## src/rtl/hazard_ctrl_if.sv

```systemverilog
// rtl/hazard_ctrl_if.sv - pipeline hazard signal bundle between datapath and hazard controller
interface hazard_ctrl_if #(
    parameter int CNT_W = 16
);
    logic [4:0]       rs_d;
    logic [4:0]       rt_d;
    logic [4:0]       rs_e;
    logic [4:0]       rt_e;
    logic [4:0]       writereg_e;
    logic [4:0]       writereg_m;
    logic [4:0]       writereg_w;
    logic             regwrite_e;
    logic             regwrite_m;
    logic             regwrite_w;
    logic [1:0]       memtoreg_e;
    logic [1:0]       memtoreg_m;
    logic             branch_d;
    logic             pcsrc_d;
    logic             dmem_req_m;
    logic             dmem_ready;

    logic             stall_f;
    logic             stall_d;
    logic             stall_e;
    logic             stall_m;
    logic             flush_d;
    logic             flush_e;
    logic             flush_w;
    logic             forward_ad;
    logic             forward_bd;
    logic [1:0]       forward_ae;
    logic [1:0]       forward_be;
    logic             mem_timeout;
    logic [CNT_W-1:0] stall_cycles;

    // Pipeline datapath side: drives instruction state, receives controls.
    modport master (
        output rs_d, rt_d, rs_e, rt_e,
        output writereg_e, writereg_m, writereg_w,
        output regwrite_e, regwrite_m, regwrite_w,
        output memtoreg_e, memtoreg_m,
        output branch_d, pcsrc_d, dmem_req_m, dmem_ready,
        input  stall_f, stall_d, stall_e, stall_m,
        input  flush_d, flush_e, flush_w,
        input  forward_ad, forward_bd, forward_ae, forward_be,
        input  mem_timeout, stall_cycles
    );

    // Hazard controller side.
    modport slave (
        input  rs_d, rt_d, rs_e, rt_e,
        input  writereg_e, writereg_m, writereg_w,
        input  regwrite_e, regwrite_m, regwrite_w,
        input  memtoreg_e, memtoreg_m,
        input  branch_d, pcsrc_d, dmem_req_m, dmem_ready,
        output stall_f, stall_d, stall_e, stall_m,
        output flush_d, flush_e, flush_w,
        output forward_ad, forward_bd, forward_ae, forward_be,
        output mem_timeout, stall_cycles
    );
endinterface

```

## src/rtl/hazard_ctrl.sv

```systemverilog
// rtl/hazard_ctrl.sv - 5-stage pipeline hazard controller with memory-wait FSM and stall counter
module hazard_ctrl #(
    parameter int TIMEOUT = 16,
    parameter int CNT_W   = 16
) (
    input  logic         clk,
    input  logic         reset_n,
    hazard_ctrl_if.slave hz
);

    localparam int WC_W = $clog2(TIMEOUT) + 1;
    localparam logic [WC_W-1:0] WAIT_LAST = WC_W'(TIMEOUT - 1);
    localparam logic [1:0] MTR_LOAD = 2'b01;

    typedef enum logic [1:0] {
        S_RUN     = 2'd0,
        S_MEMWAIT = 2'd1,
        S_HALT    = 2'd2
    } state_t;

    state_t            state;
    logic [WC_W-1:0]   wait_cnt;
    logic              mem_timeout_q;
    logic [CNT_W-1:0]  stall_cycles_q;

    logic              memstall;
    logic              lwstall;
    logic              brstall;
    logic              e_hits_d;
    logic              m_load_hits_d;

    logic              stall_f_c;
    logic              stall_d_c;
    logic              stall_e_c;
    logic              stall_m_c;
    logic              flush_d_c;
    logic              flush_e_c;
    logic              flush_w_c;
    logic              forward_ad_c;
    logic              forward_bd_c;
    logic [1:0]        forward_ae_c;
    logic [1:0]        forward_be_c;

    // E-stage operand select: the younger M result wins over W; register 0 is never forwarded.
    function automatic logic [1:0] fwd_sel(
        input logic [4:0] src,
        input logic       rw_m,
        input logic [4:0] wr_m,
        input logic       rw_w,
        input logic [4:0] wr_w
    );
        logic [1:0] sel;
        sel = 2'b00;
        if (src != 5'd0) begin
            if (rw_m && (wr_m == src)) begin
                sel = 2'b10;
            end else if (rw_w && (wr_w == src)) begin
                sel = 2'b01;
            end
        end
        return sel;
    endfunction

    always_comb begin
        memstall = 1'b0;
        case (state)
            S_RUN:     memstall = hz.dmem_req_m & ~hz.dmem_ready;
            S_MEMWAIT: memstall = ~hz.dmem_ready;
            S_HALT:    memstall = 1'b1;
            default:   memstall = 1'b0;
        endcase
    end

    assign lwstall = (hz.memtoreg_e == MTR_LOAD) && (hz.rt_e != 5'd0) &&
                     ((hz.rt_e == hz.rs_d) || (hz.rt_e == hz.rt_d));

    assign e_hits_d = hz.regwrite_e && (hz.writereg_e != 5'd0) &&
                      ((hz.writereg_e == hz.rs_d) || (hz.writereg_e == hz.rt_d));

    assign m_load_hits_d = (hz.memtoreg_m == MTR_LOAD) && (hz.writereg_m != 5'd0) &&
                           ((hz.writereg_m == hz.rs_d) || (hz.writereg_m == hz.rt_d));

    assign brstall = hz.branch_d && (e_hits_d || m_load_hits_d);

    // Every control is forced low while reset is asserted, independent of the clock.
    always_comb begin
        stall_f_c    = 1'b0;
        stall_d_c    = 1'b0;
        stall_e_c    = 1'b0;
        stall_m_c    = 1'b0;
        flush_d_c    = 1'b0;
        flush_e_c    = 1'b0;
        flush_w_c    = 1'b0;
        forward_ad_c = 1'b0;
        forward_bd_c = 1'b0;
        forward_ae_c = 2'b00;
        forward_be_c = 2'b00;
        if (reset_n) begin
            forward_ae_c = fwd_sel(hz.rs_e, hz.regwrite_m, hz.writereg_m,
                                   hz.regwrite_w, hz.writereg_w);
            forward_be_c = fwd_sel(hz.rt_e, hz.regwrite_m, hz.writereg_m,
                                   hz.regwrite_w, hz.writereg_w);
            forward_ad_c = hz.regwrite_m && (hz.writereg_m == hz.rs_d) && (hz.rs_d != 5'd0);
            forward_bd_c = hz.regwrite_m && (hz.writereg_m == hz.rt_d) && (hz.rt_d != 5'd0);
            if (memstall) begin
                stall_f_c = 1'b1;
                stall_d_c = 1'b1;
                stall_e_c = 1'b1;
                stall_m_c = 1'b1;
                flush_w_c = 1'b1;
            end else if (lwstall || brstall) begin
                stall_f_c = 1'b1;
                stall_d_c = 1'b1;
                flush_e_c = 1'b1;
            end else if (hz.pcsrc_d) begin
                flush_d_c = 1'b1;
            end
        end
    end

    always_ff @(posedge clk or negedge reset_n) begin
        if (!reset_n) begin
            state          <= S_RUN;
            wait_cnt       <= '0;
            mem_timeout_q  <= 1'b0;
            stall_cycles_q <= '0;
        end else begin
            case (state)
                S_RUN: begin
                    if (hz.dmem_req_m && !hz.dmem_ready) begin
                        state    <= S_MEMWAIT;
                        wait_cnt <= WC_W'(1);
                    end
                end
                S_MEMWAIT: begin
                    if (hz.dmem_ready) begin
                        state    <= S_RUN;
                        wait_cnt <= '0;
                    end else if (wait_cnt == WAIT_LAST) begin
                        state         <= S_HALT;
                        mem_timeout_q <= 1'b1;
                    end else begin
                        wait_cnt <= wait_cnt + WC_W'(1);
                    end
                end
                S_HALT: begin
                    state <= S_HALT;
                end
                default: begin
                    state    <= S_RUN;
                    wait_cnt <= '0;
                end
            endcase

            // Saturates rather than wraps so a long HALT never reads back as a small count.
            if (stall_f_c && (stall_cycles_q != {CNT_W{1'b1}})) begin
                stall_cycles_q <= stall_cycles_q + CNT_W'(1);
            end
        end
    end

    assign hz.stall_f      = stall_f_c;
    assign hz.stall_d      = stall_d_c;
    assign hz.stall_e      = stall_e_c;
    assign hz.stall_m      = stall_m_c;
    assign hz.flush_d      = flush_d_c;
    assign hz.flush_e      = flush_e_c;
    assign hz.flush_w      = flush_w_c;
    assign hz.forward_ad   = forward_ad_c;
    assign hz.forward_bd   = forward_bd_c;
    assign hz.forward_ae   = forward_ae_c;
    assign hz.forward_be   = forward_be_c;
    assign hz.mem_timeout  = mem_timeout_q;
    assign hz.stall_cycles = stall_cycles_q;

endmodule

```

## src/flat_wrapper.sv

```systemverilog
// flat-port wrapper written by rule: the top's interface ports become plain ports
module hazard_ctrl_flat 
#(
    parameter int TIMEOUT = 16,
    parameter int CNT_W   = 16
)
  (clk, reset_n, hz_rs_d, hz_rt_d, hz_rs_e, hz_rt_e, hz_writereg_e, hz_writereg_m, hz_writereg_w, hz_regwrite_e, hz_regwrite_m, hz_regwrite_w, hz_memtoreg_e, hz_memtoreg_m, hz_branch_d, hz_pcsrc_d, hz_dmem_req_m, hz_dmem_ready, hz_stall_f, hz_stall_d, hz_stall_e, hz_stall_m, hz_flush_d, hz_flush_e, hz_flush_w, hz_forward_ad, hz_forward_bd, hz_forward_ae, hz_forward_be, hz_mem_timeout, hz_stall_cycles);
  hazard_ctrl_if #(.CNT_W(CNT_W)) hz_i ();
  input  logic clk;
  input  logic reset_n;
  input wire logic [$bits(hz_i.rs_d)-1:0] hz_rs_d;
  input wire logic [$bits(hz_i.rt_d)-1:0] hz_rt_d;
  input wire logic [$bits(hz_i.rs_e)-1:0] hz_rs_e;
  input wire logic [$bits(hz_i.rt_e)-1:0] hz_rt_e;
  input wire logic [$bits(hz_i.writereg_e)-1:0] hz_writereg_e;
  input wire logic [$bits(hz_i.writereg_m)-1:0] hz_writereg_m;
  input wire logic [$bits(hz_i.writereg_w)-1:0] hz_writereg_w;
  input wire logic [$bits(hz_i.regwrite_e)-1:0] hz_regwrite_e;
  input wire logic [$bits(hz_i.regwrite_m)-1:0] hz_regwrite_m;
  input wire logic [$bits(hz_i.regwrite_w)-1:0] hz_regwrite_w;
  input wire logic [$bits(hz_i.memtoreg_e)-1:0] hz_memtoreg_e;
  input wire logic [$bits(hz_i.memtoreg_m)-1:0] hz_memtoreg_m;
  input wire logic [$bits(hz_i.branch_d)-1:0] hz_branch_d;
  input wire logic [$bits(hz_i.pcsrc_d)-1:0] hz_pcsrc_d;
  input wire logic [$bits(hz_i.dmem_req_m)-1:0] hz_dmem_req_m;
  input wire logic [$bits(hz_i.dmem_ready)-1:0] hz_dmem_ready;
  output wire logic [$bits(hz_i.stall_f)-1:0] hz_stall_f;
  output wire logic [$bits(hz_i.stall_d)-1:0] hz_stall_d;
  output wire logic [$bits(hz_i.stall_e)-1:0] hz_stall_e;
  output wire logic [$bits(hz_i.stall_m)-1:0] hz_stall_m;
  output wire logic [$bits(hz_i.flush_d)-1:0] hz_flush_d;
  output wire logic [$bits(hz_i.flush_e)-1:0] hz_flush_e;
  output wire logic [$bits(hz_i.flush_w)-1:0] hz_flush_w;
  output wire logic [$bits(hz_i.forward_ad)-1:0] hz_forward_ad;
  output wire logic [$bits(hz_i.forward_bd)-1:0] hz_forward_bd;
  output wire logic [$bits(hz_i.forward_ae)-1:0] hz_forward_ae;
  output wire logic [$bits(hz_i.forward_be)-1:0] hz_forward_be;
  output wire logic [$bits(hz_i.mem_timeout)-1:0] hz_mem_timeout;
  output wire logic [$bits(hz_i.stall_cycles)-1:0] hz_stall_cycles;
  assign hz_i.rs_d = hz_rs_d;
  assign hz_i.rt_d = hz_rt_d;
  assign hz_i.rs_e = hz_rs_e;
  assign hz_i.rt_e = hz_rt_e;
  assign hz_i.writereg_e = hz_writereg_e;
  assign hz_i.writereg_m = hz_writereg_m;
  assign hz_i.writereg_w = hz_writereg_w;
  assign hz_i.regwrite_e = hz_regwrite_e;
  assign hz_i.regwrite_m = hz_regwrite_m;
  assign hz_i.regwrite_w = hz_regwrite_w;
  assign hz_i.memtoreg_e = hz_memtoreg_e;
  assign hz_i.memtoreg_m = hz_memtoreg_m;
  assign hz_i.branch_d = hz_branch_d;
  assign hz_i.pcsrc_d = hz_pcsrc_d;
  assign hz_i.dmem_req_m = hz_dmem_req_m;
  assign hz_i.dmem_ready = hz_dmem_ready;
  assign hz_stall_f = hz_i.stall_f;
  assign hz_stall_d = hz_i.stall_d;
  assign hz_stall_e = hz_i.stall_e;
  assign hz_stall_m = hz_i.stall_m;
  assign hz_flush_d = hz_i.flush_d;
  assign hz_flush_e = hz_i.flush_e;
  assign hz_flush_w = hz_i.flush_w;
  assign hz_forward_ad = hz_i.forward_ad;
  assign hz_forward_bd = hz_i.forward_bd;
  assign hz_forward_ae = hz_i.forward_ae;
  assign hz_forward_be = hz_i.forward_be;
  assign hz_mem_timeout = hz_i.mem_timeout;
  assign hz_stall_cycles = hz_i.stall_cycles;
  hazard_ctrl #(.TIMEOUT(TIMEOUT), .CNT_W(CNT_W)) u_core (.clk(clk), .reset_n(reset_n), .hz(hz_i));
endmodule
```

## config.mk

```make
export PLATFORM = sky130hd
export DESIGN_NAME = hazard_ctrl_flat
export DESIGN_NICKNAME = d
export VERILOG_FILES = /design/src/rtl/hazard_ctrl_if.sv /design/src/rtl/hazard_ctrl.sv /design/src/flat_wrapper.sv
export SDC_FILE = /design/constraint.sdc
export NUM_CORES = 1
export LEC_CHECK = 0
export ABC_AREA = 1
export CAP_MARGIN = 25
export CORE_MARGIN = 2
export CORE_UTILIZATION = 47
export CTS_BUF_LIST = sky130_fd_sc_hd__clkbuf_4 sky130_fd_sc_hd__clkbuf_8 sky130_fd_sc_hd__clkbuf_16
export CTS_CLUSTER_DIAMETER = 120
export DETAILED_ROUTE_END_ITERATION = 16
export PLACE_DENSITY = 0.8
export SLEW_MARGIN = 20
export SYNTH_ARGS = -nofsm -noshare
export SYNTH_HDL_FRONTEND = slang
export SYNTH_SLANG_ARGS = --single-unit
```

## constraint.sdc

```tcl
create_clock -name clk -period 2.4 [get_ports clk]
set_input_delay 0.24 -clock clk [delete_from_list [all_inputs] [get_ports clk]]
set_output_delay 0.24 -clock clk [all_outputs]
set_load 0.05 [all_outputs]
```

After elaboration in Yosys (flattened, before gate mapping)
Cells that the tools add are included.
- logic and storage cells: 91
- register bits: 24
- bitwise gates (word level): 3
- equal/unequal tests: 19
- mux-type cells: 30
- add/subtract/negate cells: 2
- reductions and logical operators: 33
- operators with widths (operator ; number):
    equality test 5 bit ; 10
    nonzero test 5 bit ; 6
    2-to-1 mux 2 bit ; 9
    logical AND 1 bit ; 17
    adder 16 x 1 -> 16 bit (second input constant) ; 1
    != test 16 bit (second input constant) ; 1
    2-to-1 mux 1 bit ; 15
    2-to-1 mux 5 bit ; 3
    case mux 5 bit (3 select lines) ; 1
    equality test 2 x 1 -> 1 bit (second input constant) ; 3
    case mux 2 bit (3 select lines) ; 1
    AND reduction 3 bit ; 2
    adder 5 x 1 -> 5 bit (second input constant) ; 1
    equality test 5 x 4 -> 1 bit (second input constant) ; 1
    logical OR 1 bit ; 5
    != test 3 x 2 -> 1 bit (second input constant) ; 1
    != test 3 bit (second input constant) ; 1
    case mux 1 bit (3 select lines) ; 1
    equality test 2 bit (second input constant) ; 1
    logical NOT 2 bit ; 1
    != test 2 x 1 -> 1 bit (second input constant) ; 1
    NOT 1 bit ; 2
    AND reduction 2 bit ; 1
    AND 1 bit ; 1
    logical NOT 1 bit ; 1

Logic depth before layout (Yosys ltp)
Gate-level depths: netlist (run 1).
- depth after elaboration: 10
- gate-level depth with buffers: 15

Worst setup path before layout (run 1)
Ideal clock, no wire load.
- path type: flip-flop to output port
- start: reg u_core.state[1]
- end: out hz_stall_f
- data arrival time: 2.298 ns
- buffers on the path: 1
- stages on the path, launching flop included: 6
- setup slack: -0.138 ns
- required time: 2.160 ns
- cell sequence: dfrtp_1 or2_1 nand2_1 nand2_1 o21ai_0 buf_4
- word-level cells in the longest chain between the ends: 4
- elaborated cells between the ends (all ways): 6
- classes of those cells: 2 x eq/ne; 3 x mux; 1 x reduce/logical
- ends and longest elaborated chain (what ; RTL line ; RTL):
    start, declared ; hazard_ctrl.sv:21 ; state_t state;
    start signal, assigned ; hazard_ctrl.sv:123 ; state <= S_RUN;
    start signal, assigned ; hazard_ctrl.sv:131 ; state <= S_MEMWAIT;
    start signal, assigned ; hazard_ctrl.sv:137 ; state <= S_RUN;
    equality test 2 bit (tied with other cells) ; hazard_ctrl.sv:66 ; case (state)
    case mux 1 bit (3 select lines) * ; hazard_ctrl.sv:66 ;
    2-to-1 mux 1 bit * (2 in a row) ; - ;
    end, declared ; flat_wrapper.sv:27 ; output wire logic [$bits(hz_i.stall_f)-1:0] hz_stall_f;
Every way passes the cells marked *; elsewhere a longest branch is shown, timed or not.

Final worst setup path (run 1)
- start: in hz_rt_e[1]
- end: out hz_flush_d
- word-level cells in the longest chain between the ends: 7
- elaborated cells between the ends (all ways): 10
- classes of those cells: 2 x eq/ne; 3 x mux; 5 x reduce/logical
- ends and longest elaborated chain (what ; RTL line ; RTL):
    start, declared ; flat_wrapper.sv:14 ; input wire logic [$bits(hz_i.rt_e)-1:0] hz_rt_e;
    equality test 5 bit / nonzero test 5 bit (equally long branches) ; hazard_ctrl.sv:75, hazard_ctrl.sv:74 ;
    logical OR 1 bit / logical AND 1 bit (equally long branches) ; hazard_ctrl.sv:75, hazard_ctrl.sv:74 ;
    logical AND 1 bit * ; hazard_ctrl.sv:74 ; assign lwstall = (hz.memtoreg_e == MTR_LOAD) && (hz.rt_e != 5'd0) &&
    logical OR 1 bit * ; hazard_ctrl.sv:111 ; end else if (lwstall || brstall) begin
    2-to-1 mux 1 bit * ; hazard_ctrl.sv:111 ;
    2-to-1 mux 1 bit * ; hazard_ctrl.sv:105 ; if (memstall) begin
    2-to-1 mux 1 bit * ; hazard_ctrl.sv:98 ; if (reset_n) begin
    end, declared ; flat_wrapper.sv:31 ; output wire logic [$bits(hz_i.flush_d)-1:0] hz_flush_d;
Marked as above.

==> flow_summary_export.csv, run 1 <==
group,metric,value,unit
outcome,status,"complete, no violations",
global_routing,antenna_found_initial,0,
job,drv_cap,0,
finish,syn2layout_area_growth,46.62,%
worst_setup_path,endpoint_kind,"output pin",
worst_setup_path,regToRegSetupSlack,0.27,ns
timing,rsz0062_at_grt,"false",
worst_setup_path,worstPathMaxFanout,5,
timing,final_hold_viol_count,0,
die,io_pins,78,
synth,ys_seq_elements,24,
global_routing,grt_usage,25.32,%
clock_tree,cts_tree,"done",
clock_tree,cts-htree-levels,1,
clock_tree,clkSinkCount,24,
synth,ys_seq_area_share,25.55,%
synth,synth_area_leader_cell,"dfrtp_1",
placed_design,io_buffers,77,
timing,setup_ws,0.1434,ns
die,core,0.004786,sq mm
placed_design,place_ws,0.04884,ns
detailed_routing,drc,0,
global_routing,grt_pass1_vias,2463,
synth,synth_cells,367,
clock_tree,post-cts-setup-buffers,0,
timing,timing.slew.headroom,64.59,%
detailed_routing,vias_per_cell,5.282,
worst_setup_path,start_kind,"input pin",
finish,fin_nets,499,
clock_tree,cts_made_buffers,3,
synth,syn_nets,418,
worst_setup_path,r2r_start,"u_core.hz.stall_cycles[0]$_DFFE_PN0P_",
die,initial_core_util,49.12,%
timing,worstMarginPinSlew,0.5292,ns
timing,finClkSkew,0.006588,ns
timing,finalCritPeriodShare,94.03,%
synth,synth_area_leaders,"dfrtp_1 (26%), nand2_1 (19%), inv_1 (7.0%)",
timing,drv_slew,0,
clock_tree,clkTransAtPathRegs,0.09,ns
detailed_routing,wl_met2,3.193,mm
timing,whs,0.4261,ns
synth,ys_warn_count,0,
detailed_routing,wl_met3,554,um
synth,netlist_area,0.002351,sq mm
worst_setup_path,path_class,"in -> out",
global_routing,grt_overflow,0,
global_routing,grt_pass1_wl,11.27,mm
power_and_ir_drop,p_leak,1.766,nW
synth,synth.avg_cell_area,6.406,sq um
detailed_routing,top_layer_used,"met4",
detailed_routing,drt-met1-wl,3.050,mm
worst_setup_path,crit_arrival,2.02,ns
die,dieHeight,74.73,um
clock_tree,cts-root-buf,"clkbuf_8",
detailed_routing,final_antenna_net_count,0,
timing,finalSetupViolCount,0,
detailed_routing,drtIter0Drc,203,
power_and_ir_drop,p_per_area,476.6,mW/mm^2
die,rows,25,
worst_setup_path,rr_endpoint,"u_core.hz.stall_cycles[15]$_DFFE_PN0P_",
detailed_routing,drt_pass1_iterations,5,
finish,antennaDiodeCount,0,
timing,max_freq,443.1,MHz
finish,drive_gt1_share,10.74,%
timing,tns,0,ns
power_and_ir_drop,irDropWorstVdd,0.0007537,V
placed_design,gp_congestion,0.9380,
worst_setup_path,r2r_cells,11,
detailed_routing,num_vias,2715,
synth,yosysUniqueCellTypes,38,
synth,synth.top_cell.area_share,25.55,%
detailed_routing,wl_per_cell,13.36,um
die,die_area,0.005584,sq mm
global_routing,grt_max_degree,19,
detailed_routing,routed_wl,6.866,mm
hold_path,hold_class,"in -> async",
die,dieWidth,74.73,um
placed_design,dp_hpwl,5.416,mm
finish,fin_util,72.03,%
timing,min_period,2.257,ns
worst_setup_path,required,2.16,ns
clock_tree,cts_max_path_buffers,2,
clock_tree,worstSkewPairLatency,0.27,ns
-- flip-flops by register name, indices dropped and copies added, names as in the netlist --
name,count
u_core.hz.mem_timeout,1
u_core.wait_cnt,5
u_core.hz.stall_cycles,16
u_core.state,2
-- critical path: stages --
cell             delay (ns)
clkdlybuf4s50_1        0.53
nor3_1                 0.24
nand3_1                0.14
nand3b_1               0.14
inv_2                  0.04
nand2_1                0.12
nand3_2                0.16
nor3b_4                0.24
buf_12                 0.16
-- synthesized netlist by cell type --
master and n:
nand2_1 120, inv_1 44, nor2_1 26, dfrtp_1 24, nand3_1 20, nand4_1 20
xor2_1 17, xnor2_1 15, inv_2 10, a21oi_1 7, o21ai_0 7, nor3_1 6
nor4_1 6, o22ai_1 6, a211oi_1 4, buf_2 4, buf_4 4, clkinv_1 3
ha_1 3, nor3b_1 2, o2111ai_1 2, a221oi_1 1, a311oi_1 1, buf_1 1
buf_6 1, clkbuf_1 1, nand2_2 1, nand3_2 1, nand3_4 1, nand3b_1 1
nand4_2 1, nand4_4 1, nor2_2 1, nor2_4 1, o2111a_1 1, o21ai_1 1
or2_1 1, or2_2 1
-- worst max-delay path by stage --
stage / slack, ns / depth (start not counted) / end / start
after floorplan: 0.16 / 11 / u_core.hz.stall_cycles[4]$_DFFE_PN0P_ / u_core.hz.stall_cycles[0]$_DFFE_PN0P_
after global placement: 0.08 / 14 / hz_stall_d / hz_writereg_m[2]
after detailed placement: 0.05 / 14 / hz_stall_d / hz_writereg_m[2]
after CTS: 0.04 / 14 / hz_stall_d / hz_writereg_m[2]
after global routing: 0.02 / 7 / hz_forward_ae[0] / reset_n
final: 0.14 / 9 / hz_flush_d / hz_rt_e[1]
-- report_power, final --
part	total, mW	leakage [nW]	switching, mW	internal, mW
Sequential	0.534	0.323	0.0766	0.457
Clock	0.354	0.0357	0.131	0.223
Combinational	0.755	1.41	0.454	0.301
Total	1.64	1.77	0.662	0.981
-- routing by layer --
metal,vias up,GRT usage (%)
li1,1350,-
met1,1234,35.36
met2,123,41.40
met3,8,5.221
met4,0,4.167
met5,-,0
-- logic make-up (layout without fill, tap and decap cells) --
logic type / Yosys count / after routing / synth area share [%]
AOI/OAI and AO/OA: 30 / 30 / 8.036
adders and majority gates: 3 / 3 / 1.597
and+or+nand+nor: 210 / 210 / 40.87
buffers and inverters: 68 / 148 / 12.03
xor gates and xnor gates: 32 / 32 / 11.92
DFF: 24 / 24 / 25.55
-- layout by cell type (no fill, tap or decap), types with 9 or more instances in the layout --
| cell type | Yosys | routed |
|---|---|---|
| nand2_1 | 120 | 120 |
| clkdlybuf4s50_1 | 0 | 56 |
| inv_1 | 44 | 44 |
| nor2_1 | 26 | 26 |
| dfrtp_1 | 24 | 24 |
| nand3_1 | 20 | 20 |
| nand4_1 | 20 | 20 |
| xor2_1 | 17 | 17 |
| xnor2_1 | 15 | 15 |
| buf_12 | 0 | 13 |
| inv_2 | 10 | 10 |
| buf_4 | 4 | 9 |
-- through the flow --
step	instance area, sq um	std cells	total power [mW]
2_1_floorplan	2356	367	0.9762
3_3_place_gp	3334	509	1.267
3_5_place_dp	3334	509	1.282
4_1_cts	3416	514	1.642
5_1_grt	3447	514	1.731
6_report	3447	514	1.643
-- what timing repair did --
item / in CTS / in global routing
endpoints found under the setup margin: 0 / 4
gates resized for setup: 0 / 10
hold endpoints to repair: 5 / 0
hold buffers: 1 / 0
-- layout make-up --
cell class / instances / area (sq um)
multi-input combinational: 275 / 1486
fill: 391 / 1339
timing repair buffer: 87 / 991.0
sequential: 24 / 600.6
inverter: 57 / 214.0
tap: 67 / 83.83
clock buffer: 3 / 41.29
clock inverter: 1 / 30.03
Power figures use the tool's default switching activity.
==> run 2, diff against run 1 <==
--- a/constraint.sdc
+++ b/constraint.sdc
@@ -3,2 +3,2 @@
 set_output_delay 0.24 -clock clk [all_outputs]
-set_load 0.05 [all_outputs]
+set_load 0.005 [all_outputs]
==> run 2 against run 1 <==
Compared with the run above: worst hold slack worse by 0.34 ns; cell count is 4.7% higher; core utilization is 1.0 points higher; register-to-register slack worse by 0.04 ns; clock skew is 0.0026 ns lower; via count is 3.2% higher; power is 10% lower; highest routed layer unchanged.
==> flow_summary_export.csv, run 2 (synthesis gave the netlist of run 1 again) <==
group,metric,value,unit
worst_setup_path,worstPathMaxFanout,4,
placed_design,gp_congestion,0.9177,
timing,drv_slew,0,
power_and_ir_drop,irDropWorstVdd,0.0005047,V
die,dieHeight,74.73,um
detailed_routing,routed_wl,7.366,mm
clock_tree,clkSinkCount,24,
placed_design,io_buffers,77,
die,rows,25,
clock_tree,cts-htree-levels,1,
global_routing,grt_use_met1,37.27,%
placed_design,dpl_cell_area,0.003379,sq mm
finish,fin_nets,523,
global_routing,use_met3,4.016,%
worst_setup_path,endpoint_kind,"output pin",
finish,final_common_cell,"nand2_1",
clock_tree,worstSkewPairLatency,0.27,ns
clock_tree,cts_tree,"done",
worst_setup_path,start_kind,"input pin",
finish,nFillCells,435,
timing,max_freq,432.6,MHz
die,initial_core_util,49.12,%
global_routing,grt_pass1_wl,11.81,mm
finish,syn2layout_area_growth,48.75,%
power_and_ir_drop,p_per_area,420.7,mW/mm^2
timing,whs,0.08836,ns
worst_setup_path,required,2.16,ns
finish,postLayoutCellArea,0.003497,sq mm
global_routing,antenna_found_initial,0,
detailed_routing,drt_pass1_iterations,4,
worst_setup_path,crit_arrival,2.07,ns
finish,antennaDiodeCount,0,
global_routing,grt_overflow,0,
hold_path,hold_class,"in -> async",
timing,finClkSkew,0.003942,ns
finish,drive_gt1_share,13.59,%
placed_design,place_ws,-0.2124,ns
global_routing,grtUsageMet2,45.13,%
detailed_routing,drc,0,
finish,largest_reg_flops,16,
worst_setup_path,r2r_start,"u_core.hz.stall_cycles[0]$_DFFE_PN0P_",
timing,finalSetupViolCount,0,
die,die_area,0.005584,sq mm
detailed_routing,num_vias,2803,
global_routing,top_usage_layer,"met2",
detailed_routing,vias_per_cell,5.210,
timing,worstMarginPinSlew,0.3655,ns
clock_tree,cts-root-buf,"clkbuf_8",
worst_setup_path,startpoint,"hz_rs_d[2]",
timing,min_period,2.311,ns
job,drv_cap,0,
timing,setup_ws,0.08862,ns
detailed_routing,final_antenna_net_count,0,
clock_tree,cts_max_path_buffers,2,
clock_tree,clkTransAtPathRegs,0.09,ns
outcome,status,"complete, no violations",
finish,layout_common_cells,"nand2_1 (120), clkdlybuf4s50_1 (55), inv_1 (44)",
timing,final_hold_viol_count,0,
detailed_routing,drtIter0Drc,165,
worst_setup_path,r2r_cells,11,
power_and_ir_drop,p_leak,1.846,nW
clock_tree,cts_made_buffers,3,
die,io_pins,78,
global_routing,grt_max_degree,29,
global_routing,grt_usage,26.63,%
clock_tree,post-cts-setup-buffers,0,
detailed_routing,wl_per_cell,13.69,um
global_routing,grt_pass1_vias,2615,
worst_setup_path,path_class,"in -> out",
placed_design,dp_hpwl,5.672,mm
timing,finalCritPeriodShare,96.31,%
timing,timing.slew.headroom,75.41,%
die,dieWidth,74.73,um
die,core,0.004786,sq mm
==> run 2: through the flow <==
stage | power, mW | setup TNS, ns | cells | utilization [%]
final | 1.471 | 0 | 538 | 73.07
after CTS | 1.469 | -0.01056 | 538 | 72.39
after global placement | 1.095 | -0.6594 | 533 | 70.61
after global routing | 1.564 | -0.0002385 | 538 | 73.07
after floorplan | 0.8050 | 0 | 367 | -
after detailed placement | 1.112 | -0.7441 | 533 | 70.61
==> run 2: layout make-up <==
cell class | instances | area [sq um] | area share [%]
tap | 67 | 83.83 | 2.397
multi-input combinational | 275 | 1508 | 43.11
inverter | 57 | 214.0 | 6.118
timing repair buffer | 111 | 1020 | 29.16
sequential | 24 | 600.6 | 17.17
clock buffer | 3 | 41.29 | 1.181
clock inverter | 1 | 30.03 | 0.8587
==> run 2: report_power, final <==
| part | switching (mW) | total [mW] | leakage [nW] | internal [mW] |
|---|---|---|---|---|
| registers | 0.0791 | 0.536 | 0.323 | 0.457 |
| logic | 0.286 | 0.577 | 1.49 | 0.290 |
| clock network | 0.136 | 0.359 | 0.0357 | 0.223 |
==> run 2: final timing paths <==
check | end | slack, ns
setup reg to reg | u_core.hz.stall_cycles[3]$_DFFE_PN0P_ | 0.23
min in group clk | u_core.hz.mem_timeout$_DFFE_PN0P_ | 0.49
setup / recovery | hz_forward_ad | 0.09
hold / removal | u_core.wait_cnt[0]$_DFFE_PN0P_ | 0.09
max in group asynchronous | u_core.hz.stall_cycles[5]$_DFFE_PN0P_ | 1.70
hold reg to reg | u_core.hz.mem_timeout$_DFFE_PN0P_ | 0.49
==> run 2: critical path, cell delays in order <==
cell and delay, ns:
clkdlybuf4s50_1 0.52, inv_1 0.07, nand2_1 0.06, nand2_1 0.05, nor2_1 0.12, nand3_1 0.11, buf_4 0.14, a311oi_1 0.21
clkdlybuf4s50_1 0.55
==> run 2: per-layer routing <==
metal	vias to the layer above	routed length, um
met5	-	0
met4	0	47
met3	6	469
met2	87	3473
met1	1316	3375
li1	1394	-
==> run 2: repair_timing <==
item                                    4_1_cts  5_1_grt
pin swaps                                     0        3
endpoints found under the setup margin        6        3
hold buffers                                  1        0
hold endpoints to repair                      3        0
gates resized for setup                      19       10
==> run 3, diff against run 2 <==
CORE_UTILIZATION = 48   (was 47)
CTS_BUF_LIST = sky130_fd_sc_hd__clkbuf_8   (was sky130_fd_sc_hd__clkbuf_4 sky130_fd_sc_hd__clkbuf_8 sky130_fd_sc_hd__clkbuf_16)
PLACE_DENSITY = 0.81   (was 0.8)
==> run 3 against run 2 <==
Compared with the run above: worst hold slack better by 0.25 ns; register-to-register slack better by 0.02 ns; global-route usage is 0.16 points higher; setup slack worse by 0.012 ns; clock skew is 0.0016 ns lower; sequential share of layout area is 0.080 points lower; via count is 0.64% higher; power is 0.14% higher; first-iteration DRC count is 11% higher; largest power group unchanged.
==> flow_summary_export.csv, run 3 (synthesis gave the netlist of run 1 again) <==
group,metric,value,unit
outcome,status,"complete, no violations",
clock_tree,worstSkewPairLatency,0.27,ns
detailed_routing,vias_per_cell,5.214,
finish,syn2layout_area_growth,49.44,%
detailed_routing,num_vias,2821,
power_and_ir_drop,p_per_area,419.4,mW/mm^2
global_routing,grt_max_degree,25,
worst_setup_path,endpoint_kind,"output pin",
detailed_routing,final_antenna_net_count,0,
power_and_ir_drop,p_leak,1.871,nW
job,drv_cap,0,
worst_setup_path,required,2.16,ns
timing,worstMarginPinSlew,0.4177,ns
detailed_routing,wl_per_cell,13.36,um
clock_tree,cts_made_buffers,3,
timing,rsz0062_at_grt,"false",
timing,max_freq,430.4,MHz
worst_setup_path,worstPathMaxFanout,2,
detailed_routing,drtIter0Drc,183,
worst_setup_path,crit_arrival,2.08,ns
die,dieWidth,73.99,um
finish,postLayoutCellArea,0.003513,sq mm
worst_setup_path,path_class,"in -> out",
placed_design,dpl_cell_area,0.003395,sq mm
placed_design,io_buffers,77,
finish,fin_nets,526,
finish,drive_gt1_share,13.29,%
timing,timing.slew.headroom,71.90,%
clock_tree,cts_max_path_buffers,2,
finish,layout_common_cells,"nand2_1 (120), clkdlybuf4s50_1 (57), inv_1 (44)",
worst_setup_path,r2r_start,"u_core.hz.stall_cycles[0]$_DFFE_PN0P_",
worst_setup_path,startpoint,"hz_regwrite_m",
global_routing,grt_pass1_vias,2561,
detailed_routing,routed_wl,7.228,mm
clock_tree,cts-htree-levels,1,
power_and_ir_drop,irDropWorstVdd,0.0003477,V
finish,antennaDiodeCount,0,
timing,tns,0,ns
timing,drv_slew,0,
die,dieHeight,73.99,um
clock_tree,clkTransAtPathRegs,0.08,ns
timing,final_hold_viol_count,0,
power_and_ir_drop,finalPower,1.473,mW
global_routing,grt_usage,26.79,%
finish,largest_reg_flops,16,
timing,whs,0.3378,ns
timing,finalCritPeriodShare,96.80,%
finish,nFillCells,372,
finish,final_common_cell,"nand2_1",
global_routing,antenna_found_initial,0,
clock_tree,cts-root-buf,"clkbuf_8",
die,core,0.004723,sq mm
clock_tree,cts_tree,"done",
global_routing,grt_pass1_wl,11.55,mm
die,io_pins,78,
die,rows,25,
placed_design,dp_hpwl,5.711,mm
placed_design,gp_congestion,0.9030,
finish,fin_util,74.38,%
die,die_area,0.005474,sq mm
timing,finClkSkew,0.002388,ns
hold_path,hold_class,"in -> async",
clock_tree,clkSinkCount,24,
detailed_routing,drt_pass1_iterations,4,
detailed_routing,drc,0,
timing,min_period,2.323,ns
worst_setup_path,start_kind,"input pin",
timing,finalSetupViolCount,0,
global_routing,grt_overflow,0,
die,initial_core_util,49.77,%
## run 3: changes by cell type in the layout (fill, tap and decap cells not counted), sizes merged
cell and change:
dlygate4sd2 -3, clkbuf +1, clkdlybuf4s50 +2, dlymetal6s2s +1, buf +2
## run 3: report_power, final
group          internal [mW]  switching, mW  total [mW]
logic                  0.296          0.285       0.581
registers              0.457         0.0764       0.533
clock network          0.223          0.136       0.359
total                  0.977          0.497        1.47
## run 3: layout make-up
class	count	area [sq um]	area share [%]
clock buffer	3	41.29	1.175
clock inverter	1	30.03	0.8547
inverter	57	214.0	6.090
multi-input combinational	275	1489	42.38
sequential	24	600.6	17.09
tap	67	83.83	2.386
timing repair buffer	114	1055	30.02
## run 3: final timing paths
path,endpoint,depth (start not counted),slack [ns]
worst max-delay path,hz_forward_ae[1],8,0.08
worst min-delay path,u_core.hz.stall_cycles[4]$_DFFE_PN0P_,2,0.34
worst max register to register,u_core.hz.stall_cycles[11]$_DFFE_PN0P_,11,0.25
worst min register to register,u_core.hz.mem_timeout$_DFFE_PN0P_,1,0.48
max in group asynchronous,u_core.hz.stall_cycles[0]$_DFFE_PN0P_,3,1.58
min in group clk,u_core.hz.mem_timeout$_DFFE_PN0P_,1,0.48
## run 3: critical path: stages
cell and delay (ns):
clkdlybuf4s50_1 0.49, inv_1 0.08, a21oi_1 0.12, o2111ai_1 0.11, nor4_1 0.34, nand2_1 0.09
nor2_1 0.11, clkdlybuf4s50_1 0.51
## run 3: what timing repair did
action,in CTS,in global routing
endpoints found under the setup margin,7,5
endpoints found under the hold margin,1,0
pin swaps,0,1
buffers inserted,0,1
hold buffers,1,0
gates resized for setup,14,11
## run 3: per-stage QoR
stage | setup slack (ns) | instances
2_1_floorplan | 0.5968 | 367
3_3_place_gp | -0.1254 | 535
3_5_place_dp | -0.1844 | 535
4_1_cts | 0.0002560 | 540
5_1_grt | 0.0007441 | 541
6_report | 0.07680 | 541
## run 3: routing by layer
metal | share of wire [%] | global-route usage, % | up-vias
li1 | - | - | 1409
met1 | 44 | 37.82 | 1290
met3 | 7.3 | 3.794 | 7
met2 | 48 | 44.84 | 115
met4 | 0.64 | 3.838 | 0
met5 | 0 | 0 | -
